## src/rtl/product_bcd_pkg.sv

```systemverilog
// Shared types and constants for the binary-to-BCD product converter.
// Supplies the FSM encoding, product width, digit geometry and add-3 threshold.
package product_bcd_pkg;

  typedef enum logic [1:0] {
    IDLE  = 2'd0,
    SHIFT = 2'd1,
    DONE  = 2'd2
  } state_t;

  localparam int IN_W       = 8;
  localparam int DIGIT_W    = 4;
  localparam int NUM_DIGITS = 3;

  localparam logic [DIGIT_W-1:0] ADD3_THRESH = 4'd5;
  localparam logic [DIGIT_W-1:0] ADD3_INC    = 4'd3;

endpackage

```

## src/rtl/product_bcd_add3.sv

```systemverilog
// Double-dabble nibble correction: adds 3 when the digit is 5 or more.
// Ports: nibIn (BCD nibble before shift), nibOut (corrected nibble).
module bcd_add3
  import product_bcd_pkg::*;
(
  input  logic [DIGIT_W-1:0] nibIn,
  output logic [DIGIT_W-1:0] nibOut
);

  assign nibOut = (nibIn >= ADD3_THRESH) ? nibIn + ADD3_INC : nibIn;

endmodule

```

## src/rtl/product_bcd.sv

```systemverilog
// Sequential 8-bit binary to 3-digit BCD converter, one bit per clock.
// Ports: clk, rst (async high), product/in_valid/in_ready in,
// bcd_hundreds/bcd_tens/bcd_ones/out_valid/out_ready out.
module product_bcd
  import product_bcd_pkg::*;
#(
  parameter int IN_W = product_bcd_pkg::IN_W
) (
  input  logic            clk,
  input  logic            rst,
  input  logic [IN_W-1:0] product,
  input  logic            in_valid,
  output logic            in_ready,
  output logic [3:0]      bcd_hundreds,
  output logic [3:0]      bcd_tens,
  output logic [3:0]      bcd_ones,
  output logic            out_valid,
  input  logic            out_ready
);

  localparam int BCD_W  = DIGIT_W * NUM_DIGITS;
  localparam int WORK_W = BCD_W + IN_W;
  localparam int CNT_W  = $clog2(IN_W);
  localparam logic [CNT_W-1:0] LAST = CNT_W'(IN_W - 1);

  state_t state, nextState;

  logic [WORK_W-1:0]  work;
  logic [WORK_W-1:0]  shifted;
  logic [BCD_W-1:0]   adjBcd;
  logic [CNT_W-1:0]   cnt;
  logic [DIGIT_W-1:0] hundreds, tens, ones;
  logic               outValid;

  for (genvar i = 0; i < NUM_DIGITS; i++) begin : g_add3
    bcd_add3 u_add3 (
      .nibIn  (work[IN_W + i*DIGIT_W +: DIGIT_W]),
      .nibOut (adjBcd[i*DIGIT_W +: DIGIT_W])
    );
  end

  // Correct every nibble, then shift; the dropped MSB is always zero.
  assign shifted = {adjBcd[BCD_W-2:0], work[IN_W-1:0], 1'b0};

  assign in_ready     = (state == IDLE);
  assign out_valid    = outValid;
  assign bcd_hundreds = hundreds;
  assign bcd_tens     = tens;
  assign bcd_ones     = ones;

  always_comb begin
    nextState = state;
    unique case (state)
      IDLE:    if (in_valid)       nextState = SHIFT;
      SHIFT:   if (cnt == LAST)    nextState = DONE;
      DONE:    if (out_ready)      nextState = IDLE;
      default:                     nextState = IDLE;
    endcase
  end

  always_ff @(posedge clk or posedge rst) begin
    if (rst) begin
      state    <= IDLE;
      work     <= '0;
      cnt      <= '0;
      hundreds <= '0;
      tens     <= '0;
      ones     <= '0;
      outValid <= 1'b0;
    end else begin
      state <= nextState;
      unique case (state)
        IDLE: begin
          if (in_valid) begin
            work <= {{BCD_W{1'b0}}, product};
            cnt  <= '0;
          end
        end
        SHIFT: begin
          work <= shifted;
          cnt  <= cnt + 1'b1;
          if (cnt == LAST) begin
            hundreds <= shifted[IN_W + 2*DIGIT_W +: DIGIT_W];
            tens     <= shifted[IN_W + DIGIT_W +: DIGIT_W];
            ones     <= shifted[IN_W +: DIGIT_W];
            outValid <= 1'b1;
          end
        end
        DONE: begin
          if (out_ready) outValid <= 1'b0;
        end
        default: ;
      endcase
    end
  end

endmodule

```

## config.mk

```make
export PLATFORM = sky130hd
export DESIGN_NAME = product_bcd
export DESIGN_NICKNAME = d
export VERILOG_FILES = /design/src/rtl/product_bcd_pkg.sv /design/src/rtl/product_bcd_add3.sv /design/src/rtl/product_bcd.sv
export SDC_FILE = /design/constraint.sdc
export NUM_CORES = 1
export LEC_CHECK = 0
export CORE_UTILIZATION = 53
export DETAILED_ROUTE_END_ITERATION = 8
export GPL_TIMING_DRIVEN = 0
export HOLD_SLACK_MARGIN = 0.06
export PLACE_DENSITY = 0.78
export SLEW_MARGIN = 25
export SYNTH_ARGS = -nofsm -noshare
export SYNTH_HDL_FRONTEND = slang
export SYNTH_SLANG_ARGS = --single-unit
```

## constraint.sdc

```tcl
create_clock -name clk -period 1.9 [get_ports clk]
set_input_delay 0.38 -clock clk [delete_from_list [all_inputs] [get_ports clk]]
set_output_delay 0.38 -clock clk [all_outputs]
set_load 0.05 [all_outputs]
```

### Word level (Yosys, flattened, before mapping)

Index checks and enable logic that the tools add are counted.

* memories kept: 0
* memory bits (writable): 0
* output and inout port bits: 14
* register bits after elaboration: 38
* memory bits (read-only): 0
* bits in latches: 0

* $mul: 0
* shift operators: 0
* bitwise operators: 0
* div/mod/pow operators: 0
* add/subtract/negate cells: 4
* reductions and logical operators: 7
* equality and inequality tests: 6
* magnitude comparators: 3
* mux-type cells: 14

Operators by type and width (count)
* $pmux W20 S2: 1
* $mux W20: 1
* $ge A4 B3 Y1 const B: 3
* $add A4 B2 Y4 const B: 2
* $mux W4: 2
* $mux W2: 3
* $mux W3: 2
* $ne A2 B2 Y1 const B: 3
* $pmux W2 S3: 1
* $pmux W3 S2: 1
* $reduce_and A3 Y1: 2
* $reduce_and A2 Y1: 2
* $reduce_bool A2 Y1: 2
* $add A3 B1 Y3 const B: 1
* $add A3 B2 Y3 const B: 1
* $eq A3 B3 Y1 const B: 1
* $eq A2 B1 Y1 const B: 1
* $eq A2 B2 Y1 const B: 1
* $logic_not A2 Y1: 1
* $mux W1: 2
* $pmux W1 S2: 1

### Logic depth before layout (Yosys ltp)

* word-level depth: 3
* mapped depth: 6
* depth with buffers taken out: 6

### Modules after synthesis

Synthesis repeated with hierarchy kept, for this count alone.

* cell total of the unflattened synthesis: 154
* area total of the unflattened synthesis: 1846.8 µm²

By module, submodules not included
* product_bcd: area an instance 1542.7 µm², sequential area each 950.9 µm², times used 1, cells an instance 106
* bcd_add3: area an instance 101.3 µm², sequential area each 0.0 µm², times used 3, cells an instance 16

### Worst setup path after synthesis

No wires, ideal clock.

* path kind: reg-to-output
* start: register state[1]
* end: output in_ready
* cell stages (with the launch flop): 3
* path buffers: 1
* arrival: 1.247 ns
* required time: 1.520 ns
* setup slack: 0.273 ns
* path through: dfrtp_1 > clkbuf_1 > nor2_1

* word-level cells in the longest chain between the ends: 1

RTL lines
* start, declared: line product_bcd.sv:26 `state_t state, nextState;`
* start signal, assigned: line product_bcd.sv:71 `state <= nextState;`
* $logic_not A2 Y1: line product_bcd.sv:45 `assign in_ready = (state == IDLE);`
* end, declared: line product_bcd.sv:13 `output logic in_ready,`

Every way passes these cells.

### Final worst setup path

* start: register state[0]
* end: output in_ready

Same word-level chain as after synthesis.

==> impl_metrics.py <==
metrics = {
    "status": {
        "status": "complete, no violations",
    },
    "timing": {
        "hold_viol": 0,
        "tns_ns": 0,
        "fin_crit_sh_pct": 96.0,
        "clock.fmax_mhz": 548,
        "rsz0062_at_grt": "false",
        "finalClockSkew_ns": 0.00686,
        "period_minus_slack_ns": 1.82,
        "tightest_slew_ns": 0.778,
        "whs_ns": 0.490,
        "slew_violations": 0,
        "setup_violations": 0,
        "maxSlewHeadroom_pct": 48.1,
    },
    "layout": {
        "mostFrequentLayoutCells": "dfrtp_1 (38), nand2_1 (33), o21ai_0 (24)",
        "syn2layout_area_growth_pct": 21.2,
        "fill_cells": 270,
        "final_common_cell": "dfrtp_1",
        "fin_cells": 264,
        "n_antenna_cell": 0,
        "drive_gt1_share_pct": 8.64,
        "finalNetCount": 240,
    },
    "power": {
        "seq_power_share_pct": 37.9,
        "power_density_nw_per_um2": 1710,
        "combPwrFrac_pct": 52.0,
        "p_int_w": 0.00202,
        "p_switching_w": 0.00171,
        "p_clk_share_pct": 10.1,
        "swShare_pct": 45.9,
        "max-vdd-ir-drop_mv": 0.980,
        "p_leak_nw": 1.11,
    },
    "cts": {
        "path_clk_slew_ns": 0.10,
        "cts_tree": "yes",
        "numCtsBuffers": 5,
        "h-tree-depth": 2,
        "cts.sinks": 38,
        "cts-root-buf": "clkbuf_4",
        "clock_latency_ns": 0.34,
        "clockBufferDepth": 2,
    },
    "drt": {
        "final_antenna_net_count": 0,
        "wl_per_cell_um": 13.7,
        "firstDrtPassIters": 4,
        "drcViolationCount": 0,
        "drt-vias-per-instance": 5.44,
        "routed_wl_um": 3610,
        "vias": 1435,
        "drtIter0Drc": 62,
    },
    "placed_design": {
        "hpwl_um": 2570,
        "placed_cells": 258,
        "port-buffer-count": 25,
        "place.gp.congestion": 0.796,
    },
    "logic_synthesis": {
        "synth_nets": 209,
        "synth_area_um2": 1800,
        "synth-seq-cells": 38,
        "synthCells": 189,
        "avgSynthCellArea_um2": 9.52,
        "async_flop_share_pct": 100,
        "synth_cell_types": 23,
        "synthFlopType": "dfrtp_1",
        "ys_seq_area_share_pct": 52.9,
        "synth_edf_count": 0,
        "synth_warnings": 0,
    },
    "floorplan": {
        "die-area_um2": 3630,
        "core_region_area_um2": 3130,
        "initial_core_util_pct": 57.5,
        "fp-row-count": 20,
        "dieWidth_um": 60.3,
        "io_pins": 26,
        "die_y_um": 60.3,
    },
    "global_route": {
        "gr-usage-all-layers_pct": 22.6,
        "grt_max_degree": 39,
        "grt_pass1_wl_um": 5900,
        "antenna_found_initial": 0,
        "grt_overflow_total": 0,
        "grt_pass1_vias": 1376,
    },
    "critical_path": {
        "cp_max_fo": 10,
        "cp-end-kind": "primary output",
        "start_kind": "flip-flop",
        "crit_start": "state[0]$_DFFE_PP0P_",
        "r2r-start": "work[16]$_DFFE_PP0P_",
        "critical_path_arrival_ns": 1.44,
        "cp_data_required_time_ns": 1.52,
        "worstSetupPathType": "flip-flop to primary output",
    },
    "min_path": {
        "hold_path.class": "input pin to async pin",
    },
    "flow_run": {
        "drv_cap": 0,
    },
}
## cell usage after synthesis, types with 4 or more instances
cell / count / area, µm²
o21ai_1: 11 / 55.1
a21oi_1: 18 / 90.1
buf_2: 4 / 20.0
nor3b_1: 11 / 82.6
nor2_1: 4 / 15.0
o21ai_0: 24 / 120
nand2_1: 33 / 124
nand2b_1: 4 / 25.0
clkbuf_1: 4 / 15.0
ha_1: 8 / 100
inv_1: 9 / 33.8
dfrtp_1: 38 / 951
## path summary, 6_finish.rpt
path	to	slack [ns]	cells after the start
min	bcd_hundreds[1]$_DFFE_PP0P_	0.49	2
max	in_ready	0.08	3
min reg2reg	bcd_ones[2]$_DFFE_PP0P_	0.49	2
min in group clk	bcd_ones[2]$_DFFE_PP0P_	0.49	2
max in group asynchronous	cnt[0]$_DFFE_PP0P_	0.91	2
max reg2reg	bcd_hundreds[2]$_DFFE_PP0P_	0.19	6
## worst max-delay path: stages (launching register included)
cell	delay [ns]
dfrtp_1	0.42
clkbuf_2	0.20
nor2_1	0.12
clkdlybuf4s15_2	0.38
## kinds of logic after synthesis
kind of cell	Yosys count	share of synthesized area, %
mux	4	2.50
fa+ha+maj	8	5.56
compound gates	59	17.6
xor+xnor	3	1.46
flops	38	52.9
buf+inv	18	4.24
simple gates	59	15.8
## repair_timing
action                                  4_1_cts  5_1_grt
hold buffers                                  0        0
endpoints found under the setup margin        1       14
buffers inserted                              0        0
resized for setup                             3       15
## metrics by stage
stage               total power, W  worst slack [ns]  cell area (µm²)  util (%)
floorplan                  0.00279             0.273             1800         -
global placement           0.00325           -0.0945             2100      67.3
detailed placement         0.00337           -0.0740             2100      67.3
CTS                        0.00375         0.0000714             2150      68.6
global route               0.00401            0.0145             2180      69.7
finish                     0.00372            0.0768             2180      69.7
## registers in the layout (all words and copies together), names as in the netlist
register      flops
bcd_tens          4
work             20
bcd_hundreds      4
state             2
cnt               3
bcd_ones          4
out_valid         1
## power by group through the flow
stage / clock [W] / combinational [W] / sequential (W)
6_report: 0.000377 / 0.00194 / 0.00141
5_1_grt: 0.000424 / 0.00213 / 0.00145
3_3_place_gp: 0 / 0.00186 / 0.00139
3_5_place_dp: 0 / 0.00195 / 0.00142
2_1_floorplan: 0 / 0.00105 / 0.00174
4_1_cts: 0.000386 / 0.00195 / 0.00141
## layout make-up
type | count | area, µm² | area share [%]
Buffer | 8 | 40.0 | 1.84
Timing Repair Buffer | 25 | 284 | 13.0
Tap cell | 44 | 55.1 | 2.52
Multi-Input combinational cell | 133 | 772 | 35.4
Inverter | 9 | 33.8 | 1.55
Sequential cell | 38 | 951 | 43.6
Clock buffer | 7 | 45.0 | 2.07
## metal layers
layer / up-vias / global-route usage (%) / wire length (µm) / share of wire (%)
li1: 702 / - / - / -
met1: 694 / 27.7 / 1640 / 45
met2: 30 / 38.1 / 1750 / 49
met3: 9 / 4.55 / 152 / 4.2
met4: 0 / 9.97 / 72 / 2.0
met5: - / 0 / 0 / 0
Note: power is estimated with default switching activity, not from simulation.
